<file path="src/rtl/sram_b_arb_pkg.sv">
// Shared constants, pick result type and round-robin search helper for the sram_b port arbiter.
package sram_b_arb_pkg;

    localparam int unsigned SRAM_B_ABITS = 20;
    localparam int unsigned SRAM_B_DBITS = 8;
    localparam int unsigned RR_MAX_N     = 8;
    localparam int unsigned RR_IDX_W     = 3;
    localparam int unsigned RR_SUM_W     = RR_IDX_W + 1;
    localparam int unsigned STAT_W       = 16;

    typedef struct packed {
        logic                found;
        logic [RR_IDX_W-1:0] idx;
    } rr_pick_t;

    // First set bit of vec[n-1:0], searching upward from ptr with wrap at n.
    function automatic rr_pick_t rr_pick(input logic [RR_MAX_N-1:0] vec,
                                         input logic [RR_IDX_W-1:0] ptr,
                                         input int unsigned         n);
        rr_pick_t            r;
        logic [RR_SUM_W-1:0] s;
        r = '0;
        for (int unsigned k = 0; k < RR_MAX_N; k++) begin
            s = RR_SUM_W'(ptr) + RR_SUM_W'(k);
            if (s >= RR_SUM_W'(n)) begin
                s = s - RR_SUM_W'(n);
            end
            if ((k < n) && !r.found && vec[s[RR_IDX_W-1:0]]) begin
                r.found = 1'b1;
                r.idx   = s[RR_IDX_W-1:0];
            end
        end
        return r;
    endfunction

endpackage

</file>
<file path="src/rtl/rr_arbiter.sv">
// Combinational round-robin picker: grants the first requester at or above ptr, with wrap.
module rr_arbiter
    import sram_b_arb_pkg::*;
#(
    parameter int unsigned N = 4
) (
    input  logic [N-1:0]        req,
    input  logic [RR_IDX_W-1:0] ptr,
    output logic [N-1:0]        grant_onehot,
    output logic [RR_IDX_W-1:0] grant_idx,
    output logic                any
);

    logic [RR_MAX_N-1:0] w_req_ext;
    rr_pick_t            w_pick;

    assign w_req_ext    = RR_MAX_N'(req);
    assign w_pick       = rr_pick(w_req_ext, ptr, N);
    assign any          = w_pick.found;
    assign grant_idx    = w_pick.idx;
    assign grant_onehot = w_pick.found ? (N'(1) << w_pick.idx) : '0;

endmodule

</file>
<file path="src/rtl/sram_b_port_arbiter.sv">
// Shares one 1W/1R sram_b between NREQ requesters; writes and reads are arbitrated separately.
// Optional counters enabled by SRAM_B_PORT_ARBITER_STATS_EN.
module sram_b_port_arbiter
    import sram_b_arb_pkg::*;
#(
    parameter int unsigned NREQ  = 4,
    parameter int unsigned ABITS = SRAM_B_ABITS,
    parameter int unsigned DBITS = SRAM_B_DBITS
) (
    input  logic                    CLK,
    input  logic                    RST,
    input  logic [NREQ-1:0]         req_valid,
    output logic [NREQ-1:0]         req_ready,
    input  logic [NREQ-1:0]         req_we,
    input  logic [NREQ*ABITS-1:0]   req_addr,
    input  logic [NREQ*DBITS-1:0]   req_data,
    input  logic [NREQ*DBITS-1:0]   req_wem,
    output logic [NREQ-1:0]         rsp_valid,
    output logic [DBITS-1:0]        rsp_data,
    output logic                    CE0,
    output logic [ABITS-1:0]        A0,
    output logic [DBITS-1:0]        D0,
    output logic                    WE0,
    output logic [DBITS-1:0]        WEM0,
    output logic                    CE1,
    output logic [ABITS-1:0]        A1,
    input  logic [DBITS-1:0]        Q1
`ifdef SRAM_B_PORT_ARBITER_STATS_EN
    ,
    output logic [STAT_W-1:0]       conflict_cnt,
    output logic [NREQ*STAT_W-1:0]  rd_grant_cnt
`endif
);

    logic [ABITS-1:0]    w_addr [RR_MAX_N];
    logic [DBITS-1:0]    w_data [RR_MAX_N];
    logic [DBITS-1:0]    w_wem  [RR_MAX_N];
    logic [NREQ-1:0]     w_wr_req;
    logic [NREQ-1:0]     w_rd_req;
    logic [NREQ-1:0]     w_wr_oh;
    logic [NREQ-1:0]     w_rd_oh;
    logic [RR_IDX_W-1:0] w_gw;
    logic [RR_IDX_W-1:0] w_gr;
    logic [RR_IDX_W-1:0] w_gw_inc;
    logic [RR_IDX_W-1:0] w_gr_inc;
    logic                w_wr_any;
    logic                w_rd_any;
    logic                w_conflict;
    logic                w_wr_acc;
    logic                w_rd_acc;
    logic [RR_IDX_W-1:0] r_wr_ptr;
    logic [RR_IDX_W-1:0] r_rd_ptr;
    logic [RR_IDX_W-1:0] r_rsp_owner;
    logic                r_rsp_vld;

    // Unflatten request payloads into power-of-two arrays so a grant index selects them directly.
    for (genvar g = 0; g < RR_MAX_N; g++) begin : g_unpack
        if (g < NREQ) begin : g_used
            assign w_addr[g] = req_addr[g*ABITS +: ABITS];
            assign w_data[g] = req_data[g*DBITS +: DBITS];
            assign w_wem[g]  = req_wem[g*DBITS +: DBITS];
        end else begin : g_pad
            assign w_addr[g] = '0;
            assign w_data[g] = '0;
            assign w_wem[g]  = '0;
        end
    end

    assign w_wr_req = req_valid & req_we;
    assign w_rd_req = req_valid & ~req_we;

    rr_arbiter #(.N(NREQ)) u_wr_arb (
        .req          (w_wr_req),
        .ptr          (r_wr_ptr),
        .grant_onehot (w_wr_oh),
        .grant_idx    (w_gw),
        .any          (w_wr_any)
    );

    rr_arbiter #(.N(NREQ)) u_rd_arb (
        .req          (w_rd_req),
        .ptr          (r_rd_ptr),
        .grant_onehot (w_rd_oh),
        .grant_idx    (w_gr),
        .any          (w_rd_any)
    );

    // Write always wins a same-address collision; the read candidate loses this slot only.
    assign w_conflict = w_wr_any & w_rd_any & (w_addr[w_gw] == w_addr[w_gr]);
    assign w_wr_acc   = ~RST & w_wr_any;
    assign w_rd_acc   = ~RST & w_rd_any & ~w_conflict;

    assign w_gw_inc = (w_gw == RR_IDX_W'(NREQ - 1)) ? '0 : w_gw + RR_IDX_W'(1);
    assign w_gr_inc = (w_gr == RR_IDX_W'(NREQ - 1)) ? '0 : w_gr + RR_IDX_W'(1);

    always_comb begin
        req_ready = '0;
        CE0       = 1'b0;
        WE0       = 1'b0;
        A0        = '0;
        D0        = '0;
        WEM0      = '0;
        CE1       = 1'b0;
        A1        = '0;
        if (w_wr_acc) begin
            req_ready = req_ready | w_wr_oh;
            CE0       = 1'b1;
            WE0       = 1'b1;
            A0        = w_addr[w_gw];
            D0        = w_data[w_gw];
            WEM0      = w_wem[w_gw];
        end
        if (w_rd_acc) begin
            req_ready = req_ready | w_rd_oh;
            CE1       = 1'b1;
            A1        = w_addr[w_gr];
        end
    end

    always_ff @(posedge CLK) begin
        if (RST) begin
            r_wr_ptr    <= '0;
            r_rd_ptr    <= '0;
            r_rsp_vld   <= 1'b0;
            r_rsp_owner <= '0;
        end else begin
            if (w_wr_acc) begin
                r_wr_ptr <= w_gw_inc;
            end
            if (w_rd_acc) begin
                r_rd_ptr    <= w_gr_inc;
                r_rsp_owner <= w_gr;
            end
            r_rsp_vld <= w_rd_acc;
        end
    end

    // A reset arriving during the response cycle suppresses the response.
    assign rsp_valid = (r_rsp_vld & ~RST) ? (NREQ'(1) << r_rsp_owner) : '0;
    assign rsp_data  = Q1;

`ifdef SRAM_B_PORT_ARBITER_STATS_EN
    logic [STAT_W-1:0] r_conflict_cnt;

    always_ff @(posedge CLK) begin
        if (RST) begin
            r_conflict_cnt <= '0;
        end else if (w_conflict && (r_conflict_cnt != '1)) begin
            r_conflict_cnt <= r_conflict_cnt + STAT_W'(1);
        end
    end

    assign conflict_cnt = r_conflict_cnt;

    for (genvar g = 0; g < NREQ; g++) begin : g_rd_cnt
        logic [STAT_W-1:0] r_cnt;

        always_ff @(posedge CLK) begin
            if (RST) begin
                r_cnt <= '0;
            end else if (w_rd_acc && (w_gr == RR_IDX_W'(g)) && (r_cnt != '1)) begin
                r_cnt <= r_cnt + STAT_W'(1);
            end
        end

        assign rd_grant_cnt[g*STAT_W +: STAT_W] = r_cnt;
    end
`endif

endmodule

</file>
<file path="config.mk">
export PLATFORM = sky130hd
export DESIGN_NAME = sram_b_port_arbiter
export DESIGN_NICKNAME = d
export VERILOG_FILES = /design/src/rtl/sram_b_arb_pkg.sv /design/src/rtl/rr_arbiter.sv /design/src/rtl/sram_b_port_arbiter.sv
export SDC_FILE = /design/constraint.sdc
export NUM_CORES = 1
export LEC_CHECK = 0
export BUFFER_PORTS_ARGS = -buffer_cell sky130_fd_sc_hd__buf_2
export CAP_MARGIN = 10
export CORE_UTILIZATION = 46
export CTS_CLUSTER_DIAMETER = 150
export DETAILED_ROUTE_END_ITERATION = 8
export PLACE_DENSITY = 0.84
export SLEW_MARGIN = 20
export SYNTH_ARGS = -nofsm -noshare
export SYNTH_HDL_FRONTEND = slang
export SYNTH_SLANG_ARGS = --single-unit
</file>
<file path="constraint.sdc">
create_clock -name CLK -period 5.3 [get_ports CLK]
set_clock_uncertainty 0.2 [all_clocks]
set_input_delay 0.53 -clock CLK [delete_from_list [all_inputs] [get_ports CLK]]
set_output_delay 0.53 -clock CLK [all_outputs]
set_load 0.02 [all_outputs]
</file>
---- Word-level counts from Yosys, hierarchy flattened ----
Cells that the tools add are included.
storage, ports and cells
  register bits ........................... 10
  bits in latches ......................... 0
  RAM bits ................................ 0
  bits in read-only memories .............. 0
  bits of input ports ..................... 162
  output and inout bits ................... 75
  word-level logic and storage cells ...... 127
  memories kept ........................... 0
operators by class
  add/subtract/negate cells ............... 16
  multipliers ............................. 0
  div/mod/pow operators ................... 0
  order comparisons ....................... 18
  eq/ne operators ......................... 3
  shift operators ......................... 3
  muxes and demuxes ....................... 57
  bitwise logic cells ..................... 14
  reduce and logical (&&, ||, !) cells .... 12
operators by type and width
  kind                 number
  $bmux 20 s3          2
  $mux 20              6
  $mux 4               13
  $bmux 8 s3           2
  $mux 8               6
  $lt 3x4->1 const B   8
  $mux 3               10
  $bmux 1 s3           8
  $ge 4x3->1 const B   6
  $sub 3x3->3 const B  8
  $eq 20x20->1         1
  $add 3x2->4 const B  4
  $shl 1x3->4 const A  3
  $mux 1               10
  $add 3x1->4 const B  2
  $and 4x4->4          2
  $ge 4x4->1 const B   2
  $not 3->4            2
  $add 3x1->3 const B  2
  $and 1x1->1          6
  $eq 3x2->1 const B   2
  $ge 3x3->1 const B   2
  $logic_and 1x1->1    6
  $logic_not 1->1      6
  other kinds (3)      4

---- Depth between registers and ports, before layout ----
  depth after elaboration ................. 23
  gate-level depth with buffers ........... 18
  gate-level depth less buffers ........... 14

---- Hierarchy ----
Synthesis repeated with hierarchy kept, for this count alone.
unflattened totals
  cell total of the unflattened synthesis .. 429
  area total of the unflattened synthesis .. 3856.2 um^2
modules (own cells, without submodules)
  module                  instances  cells an instance  area an instance (um^2)  sequential area each (um^2)
  sram_b_port_arbiter     1          332                3121.7                   200.2
  rr_arbiter at u_rd_arb  1          52                 400.4                    0.0
  rr_arbiter at u_wr_arb  1          45                 334.1                    0.0

---- Worst setup path before layout ----
No wires, ideal clock.
  kind .................................... reg2out
  start point ............................. reg r_rd_ptr[0]
  end point ............................... out A1[10]
  arrival ................................. 4.100 ns
  required time ........................... 4.570 ns
  slack ................................... 0.470 ns
  stages on the path, launching flop included .. 18
  path buffers ............................ 5
  path through ............................ dfxtp_1 buf_2 inv_2 ha_1 clkbuf_1 mux4_2 o211ai_1 nand2b_1 buf_2 buf_1 nand3_1 a32oi_1 o21a_1 nor4_1 and4_1 a31oi_1 buf_2 and2_1
between the ends
  word-level cells in the longest chain between the ends .. 23
  elaborated cells between the ends (all ways) .. 44
  those cells by class .................... 7 x add/sub; 4 x order compare; 1 x eq/ne; 20 x mux; 6 x bitwise; 6 x reduce/logical
ends and longest elaborated chain
  element                                                               RTL line                                               source
  start: declaration                                                    sram_b_port_arbiter.sv:52                              logic [RR_IDX_W-1:0] r_rd_ptr;
  start signal: assignment                                              sram_b_port_arbiter.sv:131                             r_rd_ptr <= w_gr_inc;
  parallel branches: the longest is 13 deep, another holds $add 3x1->4  -
  $mux 4 (*)                                                            sram_b_arb_pkg.sv:28                                   if ((k < n) && !r.found && vec[s[RR_IDX_W-1:0]]) begin
  $not 3->4 (implied by the code)                                       sram_b_port_arbiter.sv:89, sram_b_port_arbiter.sv:116
  $bmux 20 s3                                                           sram_b_port_arbiter.sv:89, sram_b_port_arbiter.sv:116
  $mux 20 (implied by the code) (2 in series)                           sram_b_port_arbiter.sv:89, sram_b_port_arbiter.sv:116
  $eq 20x20->1                                                          sram_b_port_arbiter.sv:89                              assign w_conflict = w_wr_any & w_rd_any & (w_addr[w_gw] == w_addr[w_gr]);
  $and 1x1->1                                                           sram_b_port_arbiter.sv:89
  $not 1->1                                                             sram_b_port_arbiter.sv:91                              assign w_rd_acc = ~RST & w_rd_any & ~w_conflict;
  $and 1x1->1                                                           sram_b_port_arbiter.sv:91
  $mux 20 (*)                                                           sram_b_port_arbiter.sv:113                             if (w_rd_acc) begin
  end: declaration                                                      sram_b_port_arbiter.sv:26                              output logic [ABITS-1:0] A1,
Every way passes the cells marked *. The select of a mux whose other input is x is not followed.

---- Final worst setup path ----
  start point ............................. reg r_rd_ptr[1]
  end point ............................... out req_ready[1]
between the ends
  word-level cells in the longest chain between the ends .. 23
  elaborated cells between the ends (all ways) .. 47
  those cells by class .................... 7 x add/sub; 4 x order compare; 1 x eq/ne; 1 x shift; 21 x mux; 7 x bitwise; 6 x reduce/logical
ends and longest elaborated chain
  element                                                               RTL line                    source
  parallel branches: the longest is 13 deep, another holds $add 3x1->4  -
  $mux 4 (*)                                                            sram_b_arb_pkg.sv:28
  $not 3->4 (implied by the code)                                       sram_b_port_arbiter.sv:89
  $bmux 20 s3                                                           sram_b_port_arbiter.sv:89
  $mux 20 (implied by the code) (2 in series)                           sram_b_port_arbiter.sv:89
  $eq 20x20->1                                                          sram_b_port_arbiter.sv:89
  $and 1x1->1                                                           sram_b_port_arbiter.sv:89
  $not 1->1                                                             sram_b_port_arbiter.sv:91
  $and 1x1->1                                                           sram_b_port_arbiter.sv:91
  $mux 4 (*)                                                            sram_b_port_arbiter.sv:113
  end: declaration                                                      sram_b_port_arbiter.sv:13   output logic [NREQ-1:0] req_ready,
Marked as above.

==> flow_summary.json <==
{
  "grt_first_pass_wirelength_um": 25300,
  "worstSetupStartpointType": "flip-flop",
  "synth-warning-count": 0,
  "vias": 5843,
  "numPortBuffers": 220,
  "synth-seq-area-share_pct": 4.95,
  "p_comb_share_pct": 94.5,
  "synth_ff_type": "dfxtp_1",
  "path_clk_slew_ns": 0.06,
  "start_util_pct": 48.2,
  "drv_slew": 0,
  "rr_worst_depth": 15,
  "synth_edf_count": 0,
  "ir_drop_mv": 0.434,
  "fp.dieH_um": 95.8,
  "switching_share_pct": 59.8,
  "holdWs_ns": 0.274,
  "p_int_w": 0.00167,
  "routed_wl_um": 17100,
  "ys_types": 66,
  "worstPathRequired_ns": 4.57,
  "postSynthCellCount": 557,
  "die_x_um": 95.8,
  "endpoint_kind": "output port",
  "syn_nets": 731,
  "netlist.area_leader.share_pct": 11.7,
  "grt_max_degree": 37,
  "synth_most_common_cell": "o21ai_0",
  "min_period_over_period_pct": 98.4,
  "overflow": 0,
  "cts-root-buf": "clkbuf_8",
  "drt_iter0_drc": 598,
  "place.gp.congestion": 0.969,
  "rows": 33,
  "cts_sinks": 10,
  "synthArstFlopShare_pct": 0,
  "arrival_ns": 4.49,
  "holdPathStages": 1,
  "clockBufferDepth": 2,
  "seqPwrFrac_pct": 3.0,
  "design_area_sq_um": 5410,
  "crit_fanout": 18,
  "final_layout_size_suffix_gt1_share_pct": 40.8,
  "placed_cell_area_sq_um": 5240,
  "crit_type": "reg -> out",
  "ys_seq_elements": 10,
  "finalHoldViolCount": 0,
  "outcome": "finished clean",
  "clock_latency_ns": 0.25,
  "synthToLayoutAreaGrowth_pct": 33.8,
  "cts_buffers": 3,
  "cap_violations": 0,
  "grt_pass1_vias": 5374,
  "htree_levels": 1,
  "antennaDiodeCount": 0,
  "die_area_sq_um": 9170,
  "netlist_top_cells_count": "46 x o21ai_0, 42 x and2_1, 39 x nor3_1",
  "drcViolationCount": 0,
  "clkPwrFrac_pct": 2.5,
  "p_total_w": 0.00414,
  "pin_count": 237,
  "avgViaCountPerCell": 6.81,
  "p_switching_w": 0.00247,
  "routedWlPerCell_um": 20.0,
  "dp_hpwl_um": 12800,
  "synth_area_sq_um": 4040,
  "ant_nets": 0,
  "relSlewSlack_pct": 45.4,
  "synth_top_area_cell": "mux4_2",
  "fmax_mhz": 192,
  "p_per_area_nw_per_um2": 765,
  "firstDrtPassIters": 6,
  "synth_area_leaders": "mux4_2 12%, and2_1 6.5%, o21ai_0 5.7%, dfxtp_1 5.0%, nor3_1 4.8%",
  "antenna_found_initial": 0,
  "leakage_nw": 2.44,
  "worstHoldPathType": "reg -> reg",
  "fillCellCount": 739,
  "grt_util_all_layers_pct": 34.7,
  "nets": 928,
  "cts_tree": "yes",
  "coreArea_sq_um": 8380,
  "period_minus_slack_ns": 5.22,
  "setup_viol": 0,
  "tightest_slew_ns": 0.817,
  "syn_avg_cell_area_sq_um": 7.26
}
[registers in the layout, summed over array words and instances (netlist names)]
register / count
r_rsp_vld: 1
r_rsp_owner: 3
r_rd_ptr: 3
r_wr_ptr: 3
[timing repair]
| item | in CTS | in global routing |
|---|---|---|
| hold buffers | 0 | 0 |
| gates cloned | 0 | 0 |
| setup endpoints to repair | 16 | 25 |
| pin swaps | 0 | 4 |
| buffers inserted | 0 | 2 |
| resized for setup | 2 | 19 |
[cells in the final DEF (no fill, tap or decap), types with 7 or more instances in the layout]
cell type,n
a211oi_1,21
a21boi_0,22
a21oi_1,13
a22o_1,11
a31oi_1,24
a32oi_1,17
and2_1,42
and3_1,8
buf_2,220
buf_4,20
dfxtp_1,9
ha_1,12
inv_1,7
mux2i_1,7
mux4_2,21
nand2_1,27
nand3_1,33
nor2_1,11
nor3_1,39
nor4_1,12
o21a_1,18
o21ai_0,45
[metrics by stage]
step	setup TNS, ns	util [%]	setup WS [ns]	std cells
6_report	0	64.6	0.0834	858
5_1_grt	-1.64	64.6	-0.108	858
4_1_cts	0	63.3	0.0407	856
3_5_place_dp	0	62.5	0.255	852
3_3_place_gp	0	62.5	0.322	852
2_1_floorplan	0	-	0.470	557
[layout make-up]
type                            instances  area (sq um)  share of cell area, %
Multi-Input combinational cell        480          3620                   66.9
Sequential cell                        10           201                   3.72
Clock buffer                            4          55.1                   1.02
Timing Repair Buffer                  246          1350                   25.0
Tap cell                              105           131                   2.43
Inverter                               13          51.3                  0.948
[worst max-delay path: stages (launching register included)]
cell and delay, ns:
dfxtp_1 0.34, inv_1 0.10, ha_1 0.38, or3b_2 0.52
a211oi_2 0.31, a32oi_1 0.15, o211a_1 0.26, inv_2 0.09
buf_4 0.24, a31oi_1 0.08, a32oi_2 0.24, nor3_1 0.13
nor4_1 0.34, and4_2 0.35, a31oi_4 0.12, buf_4 0.20
a22o_1 0.20, buf_2 0.16
[final timing paths]
path | startpoint | endpoint | slack, ns
min | r_rsp_owner[2] | r_rsp_owner[2] | 0.27
max reg2reg | r_rd_ptr[1] | r_rsp_owner[1] | 0.72
min reg2reg | r_rsp_owner[2] | r_rsp_owner[2] | 0.27
max | r_rd_ptr[1] | req_ready[1] | 0.08
[logic make-up after synthesis]
logic type      after synthesis  synth area share (%)
simple gates                230                  33.0
compound gates              207                  35.7
buf+inv                      67                  8.54
mux                          28                  13.4
fa+ha+maj                    12                  3.71
flops                        10                  4.95
xor+xnor                      3                 0.650
[power by group through the flow]
stage / clock, W / combinational (W) / sequential, W
after floorplan: 0 / 0.00270 / 0.000123
final: 0.000103 / 0.00391 / 0.000125
after detailed placement: 0 / 0.00368 / 0.000125
after global routing: 0.000111 / 0.00420 / 0.000130
after global placement: 0 / 0.00359 / 0.000123
after CTS: 0.000103 / 0.00371 / 0.000124
[routing by layer]
metal  global-route usage (%)  wire, um  vias to the layer above
met5                        0         0                        -
met4                     17.5       820                        0
met3                     6.32      2060                       92
met2                     59.1      8180                      506
met1                     41.5      6090                     2654
li1                         -         -                     2591
(Power assumes the default switching activity.)
